### src/rtl/instr_encoder.sv
`default_nettype none
// ============================================================================
//  Module   : instr_encoder
//  Purpose  : Encodes one-hot RV32I command descriptors into 32-bit
//             instruction words and queues them in a small output FIFO.
//             Illegal commands are consumed but flagged on a sticky error.
//  Revision : 1.0  initial release
// ============================================================================
module instr_encoder #(
    parameter int XLEN  = 32,
    parameter int DEPTH = 2
) (
    input  logic              i_clk,
    input  logic              i_rstn,
    input  logic              i_cmdValid,
    output logic              o_cmdReady,
    input  logic [10:0]       i_cmdType,
    input  logic [4:0]        i_rd,
    input  logic [4:0]        i_rs1,
    input  logic [4:0]        i_rs2,
    input  logic [2:0]        i_funct3,
    input  logic [6:0]        i_funct7,
    input  logic [31:0]       i_imm,
    input  logic              i_errClr,
    output logic              o_instrValid,
    input  logic              i_instrReady,
    output logic [XLEN-1:0]   o_instr,
    output logic [$clog2(DEPTH):0] o_level,
    output logic              o_err
);

    localparam int AW = $clog2(DEPTH);
    localparam int LW = AW + 1;
    localparam logic [LW-1:0] FULL_LEVEL = LW'(DEPTH);

    // FIFO state
    logic [XLEN-1:0] mem [DEPTH];
    logic [AW-1:0]   wr_ptr;
    logic [AW-1:0]   rd_ptr;
    logic [LW-1:0]   level;
    logic            err;

    // Command decode
    logic            one_hot;
    logic            is_i, is_u, is_s, is_b, is_j, is_r;
    logic            is_shift;
    logic            range_ok;
    logic            legal;
    logic [6:0]      opcode;
    logic [31:0]     enc_word;
    logic            accept;
    logic            push;
    logic            pop;

    // Ready depends only on the registered level, never on the consumer side
    assign o_cmdReady   = (level != FULL_LEVEL);
    assign o_instrValid = (level != '0);
    assign o_level      = level;
    assign o_err        = err;
    assign o_instr      = o_instrValid ? mem[rd_ptr] : '0;

    assign accept = i_cmdValid && o_cmdReady;
    assign push   = accept && legal;
    assign pop    = o_instrValid && i_instrReady;

    // Class decode, opcode selection and legality checks
    always_comb begin
        one_hot  = (i_cmdType != '0) && ((i_cmdType & (i_cmdType - 11'd1)) == '0);
        is_i     = |i_cmdType[4:0];
        is_u     = i_cmdType[5] | i_cmdType[6];
        is_s     = i_cmdType[7];
        is_b     = i_cmdType[8];
        is_j     = i_cmdType[9];
        is_r     = i_cmdType[10];
        // Immediate shifts take their upper bits from funct7, shamt from imm
        is_shift = i_cmdType[2] && ((i_funct3 == 3'b001) || (i_funct3 == 3'b101));

        // Only meaningful when one_hot holds; OR of masks is exact then
        opcode = ({7{i_cmdType[0]}}  & 7'h67) | ({7{i_cmdType[1]}}  & 7'h03) |
                 ({7{i_cmdType[2]}}  & 7'h13) | ({7{i_cmdType[3]}}  & 7'h73) |
                 ({7{i_cmdType[4]}}  & 7'h0F) | ({7{i_cmdType[5]}}  & 7'h37) |
                 ({7{i_cmdType[6]}}  & 7'h17) | ({7{i_cmdType[7]}}  & 7'h23) |
                 ({7{i_cmdType[8]}}  & 7'h63) | ({7{i_cmdType[9]}}  & 7'h6F) |
                 ({7{i_cmdType[10]}} & 7'h33);

        // Signed-range test: all bits above the field's sign bit match it
        range_ok = 1'b1;
        if (is_i || is_s)
            range_ok = (&i_imm[31:11]) || !(|i_imm[31:11]);
        else if (is_b)
            range_ok = (&i_imm[31:12]) || !(|i_imm[31:12]);
        else if (is_j)
            range_ok = (&i_imm[31:20]) || !(|i_imm[31:20]);
        else if (is_u)
            range_ok = (i_imm[11:0] == 12'h000);

        legal = one_hot && range_ok && !((is_b || is_j) && i_imm[0]);
    end

    // Field packing for the selected instruction format
    always_comb begin
        enc_word = '0;
        if (is_r)
            enc_word = {i_funct7, i_rs2, i_rs1, i_funct3, i_rd, opcode};
        else if (is_i && is_shift)
            enc_word = {i_funct7, i_imm[4:0], i_rs1, i_funct3, i_rd, opcode};
        else if (is_i)
            enc_word = {i_imm[11:0], i_rs1, i_funct3, i_rd, opcode};
        else if (is_s)
            enc_word = {i_imm[11:5], i_rs2, i_rs1, i_funct3, i_imm[4:0], opcode};
        else if (is_b)
            enc_word = {i_imm[12], i_imm[10:5], i_rs2, i_rs1, i_funct3,
                        i_imm[4:1], i_imm[11], opcode};
        else if (is_u)
            enc_word = {i_imm[31:12], i_rd, opcode};
        else if (is_j)
            enc_word = {i_imm[20], i_imm[10:1], i_imm[11], i_imm[19:12], i_rd, opcode};
    end

    // Storage array; contents are don't-care while level is zero
    always_ff @(posedge i_clk) begin
        if (push)
            mem[wr_ptr] <= XLEN'(enc_word);
    end

    // Pointers and occupancy; power-of-two depth makes wrap implicit
    always_ff @(posedge i_clk or negedge i_rstn) begin
        if (!i_rstn) begin
            wr_ptr <= '0;
            rd_ptr <= '0;
            level  <= '0;
        end else begin
            if (push)
                wr_ptr <= wr_ptr + 1'b1;
            if (pop)
                rd_ptr <= rd_ptr + 1'b1;
            if (push && !pop)
                level <= level + 1'b1;
            else if (pop && !push)
                level <= level - 1'b1;
        end
    end

    // Sticky rejection flag; a new rejection beats a same-cycle clear
    always_ff @(posedge i_clk or negedge i_rstn) begin
        if (!i_rstn)
            err <= 1'b0;
        else if (accept && !legal)
            err <= 1'b1;
        else if (i_errClr)
            err <= 1'b0;
    end

endmodule
`default_nettype wire

### config.mk
export PLATFORM = sky130hd
export DESIGN_NAME = instr_encoder
export DESIGN_NICKNAME = d
export VERILOG_FILES = /design/src/rtl/instr_encoder.sv
export SDC_FILE = /design/constraint.sdc
export NUM_CORES = 1
export LEC_CHECK = 0
export ABC_AREA = 1
export CAP_MARGIN = 0
export CORE_MARGIN = 4
export CORE_UTILIZATION = 55
export CTS_CLUSTER_DIAMETER = 200
export CTS_CLUSTER_SIZE = 25
export DETAILED_ROUTE_END_ITERATION = 8
export DONT_BUFFER_PORTS = 1
export PLACE_DENSITY_LB_ADDON = 0.05
export SLEW_MARGIN = 25
export SYNTH_ARGS = -nofsm -noshare
export SYNTH_HDL_FRONTEND = slang
export SYNTH_SLANG_ARGS = --single-unit
export TNS_END_PERCENT = 5
### constraint.sdc
create_clock -name i_clk -period 3.4 [get_ports i_clk]
set_clock_uncertainty 0.05 [all_clocks]
set_input_delay 0.68 -clock i_clk [delete_from_list [all_inputs] [get_ports i_clk]]
set_output_delay 0.68 -clock i_clk [all_outputs]
set_load 0.03 [all_outputs]
Yosys cells after proc, flatten, opt, wreduce, memory -nomap -nowiden. Memory sizes are Yosys's and may differ from the RTL's. Index checks and enable logic that the tools add are counted.

Flip-flop bits (word level): 5. Bits in writable memories: 64. Output and inout port bits: 37. Logic and storage cells: 81. Memories: 1.

Add/sub/neg operators: 5. Equal/unequal tests: 3. Mux-type cells: 18. Bitwise gates (word level): 12. Reductions and logical operators: 38.

Memory list: mem (words 2, bits a word 32, rd ports 1, clocked after Yosys merged registers in 0, write ports 1, line 37) `logic [XLEN-1:0] mem [DEPTH];`.

Operators by type and width (count): 32-bit 2-to-1 mux (8); 7-bit by 6-bit OR with 7-bit output (3); 7-bit OR (3); 21-bit AND reduction (1); 21-bit OR reduction (1); 20-bit AND reduction (1); 20-bit OR reduction (1); 7-bit by 5-bit OR with 7-bit output (2); 1-bit logical AND (12); 12-bit zero test (1); 12-bit AND reduction (1); 12-bit OR reduction (1); 11-bit AND (1); 11-bit zero test (1); 11-bit nonzero test (1); 11-bit by 1-bit subtractor with 11-bit output, second input constant (1); 1-bit 2-to-1 mux (8); 1-bit zero test (7); 7-bit by 2-bit OR with 7-bit output (1); 7-bit by 4-bit OR with 7-bit output (1); 1-bit logical OR (6); 2-bit nonzero test (3); 5-bit OR reduction (1); 2-bit 2-to-1 mux (2); other kinds (7) (8).

Longest topological paths before layout.
Depth in word-level cells: 17. Gate-level depth with buffers: 15. Gate-level depth less buffers: 15.

Worst setup path before layout. No wires, ideal clock.

Path type: input-to-reg. Start point: input port i_cmdType[4]. End point: memory mem[1][10] (enable). Arrival time: 2.905 ns. Required time: 2.931 ns. Slack: 0.026 ns. Cell stages on the path: 11. Buffers on the path: 0. Cells stage by stage: inv_1 -> nand2_1 -> nor2_4 -> inv_2 -> nand2_1 -> nand2_1 -> nor2_1 -> nand2_1 -> nor2_2 -> nand3_2 -> nor2_1.

Longest elaborated chain between the ends: 9.

RTL lines: start: declaration (line 17) `input logic [10:0] i_cmdType,`; 11-bit by 1-bit subtractor with 11-bit output (line 68) `one_hot = (i_cmdType != '0) && ((i_cmdType & (i_cmdType - 11'd1)) == '0);`; 11-bit AND (line 68); 11-bit zero test (line 68); 1-bit logical AND (line 68); 1-bit logical AND (*) (2 in a row) (line 97) `legal = one_hot && range_ok && !((is_b || is_j) && i_imm[0]);`; 1-bit logical AND (*) (line 63) `assign push = accept && legal;`; 1-bit 2-to-1 mux (*) (line 122) `if (push)`; 1-bit 2-to-1 mux (not written as such) (*) (line 123) `mem[wr_ptr] <= XLEN'(enc_word);`; end: declaration (line 37).

Mark *: on every way between the ends. The rest lies on a longest branch, timed or not.

Worst setup path in the final report.
Start point: register level[1] (netlist: o_level[1]). End point: output port o_instr[0].

Longest elaborated chain between the ends: 2.

RTL lines: start: declaration (line 40) `logic [LW-1:0] level;`; start signal: assignment (line 138) `level <= level + 1'b1;`; start signal: assignment (line 140) `level <= level - 1'b1;`; 2-bit nonzero test (line 57) `assign o_instrValid = (level != '0);`; 32-bit 2-to-1 mux (line 60) `assign o_instr = o_instrValid ? mem[rd_ptr] : '0;`; end: declaration (line 27) `output logic [XLEN-1:0] o_instr,`.

No other way between the ends.

==> impl_metrics.py <==
metrics = {
    "status": {
        "status": "finished, final reports clean",
    },
    "timing": {
        "tns_ns": 0,
        "fmax_ghz": 0.368,
        "tightest_slew_ns": 0.690,
        "fin_crit_ns": 2.72,
        "rsz0062_at_grt": "no",
        "max-slew-margin-rel": 0.540,
        "hold_viol": 0,
        "finalSetupViolations": 0,
        "post-route-period-util": 0.799,
        "finalMaxSlewViolations": 0,
    },
    "yosys": {
        "syn-cell-area_sq_mm": 0.00381,
        "syn-num-nets": 531,
        "yosysSeqAreaShare": 0.522,
        "synth_seq_cells": 67,
        "syn_area_per_cell_sq_um": 8.34,
        "postSynthCellCount": 457,
        "synthTopCellsByArea": "edfxtp_1, nand2_1, nor2_1",
        "ys_types": 37,
        "synth_top_area_share": 0.489,
        "synth_warnings": 0,
        "synth_top_area_cell": "edfxtp_1",
    },
    "setup_path": {
        "startpoint": "o_level[1]$_DFFE_PN0P_",
        "r2r-start": "o_level[1]$_DFFE_PN0P_",
        "cp-end-kind": "output pin",
        "crit_fanout": 19,
        "critPathArrivalTime_ns": 1.99,
        "path_class": "register to output pin",
        "startpoint_type": "register",
        "required_ns": 2.67,
    },
    "floorplan": {
        "fp.dieW_um": 91.2,
        "die_h_um": 91.2,
        "die_area_sq_mm": 0.00832,
        "row_count": 30,
        "io_pins": 110,
        "initial_core_util": 0.564,
        "core_sq_mm": 0.00676,
    },
    "clocking": {
        "clock-sinks": 67,
        "postCtsHoldBufs": 1,
        "cts_inserted_buffers": 9,
        "path_clk_slew_ns": 0.07,
        "cts-resized-gates": 0,
        "insertion_delay_ns": 0.34,
        "cts_root_buf": "clkbuf_8",
        "postCtsSetupBuffers": 0,
        "cts_tree": "done",
        "htree_num_levels": 3,
        "cts_buffer_depth": 2,
    },
    "global_route": {
        "antenna_found_initial": 0,
        "gr-total-overflow": 0,
        "grtUsageTotal": 0.249,
        "grt_pass1_vias": 3317,
        "grt_max_degree": 32,
        "grt_pass1_wl_um": 16200,
    },
    "detailed_routing": {
        "initialDrtViolationCount": 228,
        "first_pass_iters": 5,
        "drt_wl_total_um": 10000,
        "viasPerCell": 5.67,
        "route.detailed.drc": 0,
        "antenna_left": 0,
        "wl_per_cell_um": 17.3,
        "vias": 3296,
    },
    "power": {
        "power.total_mw": 2.95,
        "pwr-share-clk": 0.240,
        "p_per_area_mw_per_mm2": 672,
        "power_switching_mw": 1.21,
        "p_comb_frac": 0.427,
        "seqPwrFrac": 0.333,
        "p_leak_nw": 1.83,
        "peakVddDrop_mv": 0.326,
        "swShare": 0.411,
        "p_int_mw": 1.74,
    },
    "place": {
        "portBuffers": 0,
        "hpwlAfterDp_um": 7580,
        "placedCellCount": 564,
        "place_congestion": 0.924,
    },
    "cells_and_area": {
        "layout_common_cells": "nand2_1, edfxtp_1, nor2_1",
        "layout_commonest_cell": "nand2_1",
        "layout.cells.non_filler": 581,
        "drive_gt1_frac": 0.158,
        "n_antenna_cell": 0,
        "nets": 570,
        "synthToLayoutAreaGrowth_pct": 15.1,
        "num-fill-cells": 608,
    },
    "run": {
        "drv_cap": 0,
    },
    "hold_path": {
        "min-delay-start": "i_errClr",
        "hp-class": "input pin to register",
    },
}
metal layers:
metal,up-vias,share of wire,track usage
li1,1606,-,-
met1,1497,0.42,0.324
met2,173,0.47,0.407
met3,20,0.097,0.0729
met4,0,0.020,0.0678
met5,-,0,0
cell families (layout without fill, tap and decap cells):
| group | Yosys count | count (layout) | synth area share |
|---|---|---|---|
| AO/OA/AOI/OAI | 78 | 78 | 0.124 |
| adder cells (fa/ha/maj) | 1 | 1 | 0.00328 |
| flip-flops | 67 | 67 | 0.522 |
| buffers and inverters | 65 | 109 | 0.0690 |
| AND/OR/NAND/NOR | 243 | 243 | 0.275 |
| XOR/XNOR | 3 | 3 | 0.00690 |
path summary, 6_finish.rpt:
check / to / slack (ns) / depth (start not counted)
min reg2reg: wr_ptr$_DFFE_PN0P_ / 0.44 / 2
max: o_instr[0] / 0.68 / 4
max in group asynchronous: wr_ptr$_DFFE_PN0P_ / 2.50 / 1
max reg2reg: o_level[1]$_DFFE_PN0P_ / 0.87 / 7
min: o_err$_DFFE_PN0P_ / 0.38 / 1
min in group asynchronous: o_err$_DFFE_PN0P_ / 0.59 / 1
sequential cells by signal, summed over array words and instances, names as in the netlist:
register,count
mem,62
rd_ptr,1
wr_ptr,1
o_level,2
o_err,1
metrics by stage:
stage	utilization	instance area [sq um]	hold WS, ns	setup slack, ns
final	0.649	4390	0.377	0.683
after global routing	0.649	4390	0.371	0.594
after CTS	0.649	4390	0.359	0.671
after detailed placement	0.617	4170	0.335	0.696
after global placement	0.617	4170	0.335	0.730
after floorplan	-	3810	0.334	0.0263
critical path, stage by stage (launching register included):
cell and delay (ns):
dfrtp_1 0.53, nor2_2 0.62, buf_12 0.24, a21oi_1 0.06
buf_4 0.20
cell usage after synthesis, drive strengths merged:
master / instances
nand2: 143
nor2: 63
edfxtp: 62
inv: 53
a21oi: 39
nand3: 27
o21ai: 15
clkbuf: 7
nand4: 6
o211ai: 6
buf: 5
dfrtp: 5
o22ai: 5
o31ai: 5
a22o: 4
xnor2: 2
a21o: 1
a22oi: 1
a31oi: 1
a32o: 1
and2: 1
ha: 1
nand3b: 1
nor3: 1
or4: 1
xor2: 1
power groups by stage:
| stage | clock network [mW] | registers [mW] | logic, mW |
|---|---|---|---|
| 2_1_floorplan | 0 | 0.996 | 0.816 |
| 3_3_place_gp | 0 | 0.998 | 1.25 |
| 3_5_place_dp | 0 | 1.00 | 1.26 |
| 5_1_grt | 0.754 | 0.986 | 1.35 |
| 6_report | 0.707 | 0.982 | 1.26 |
| 4_1_cts | 0.720 | 0.982 | 1.27 |
final cells by class:
class | count | area (sq um) | area share
flip-flops and latches | 67 | 1990 | 0.453
multi-input cells | 325 | 1570 | 0.357
repair buffers | 40 | 328 | 0.0747
inverters | 53 | 199 | 0.0454
clock buffers | 10 | 128 | 0.0291
well taps | 80 | 100 | 0.0228
clock inverters | 6 | 80.1 | 0.0183
Power figures use the tool's default switching activity.
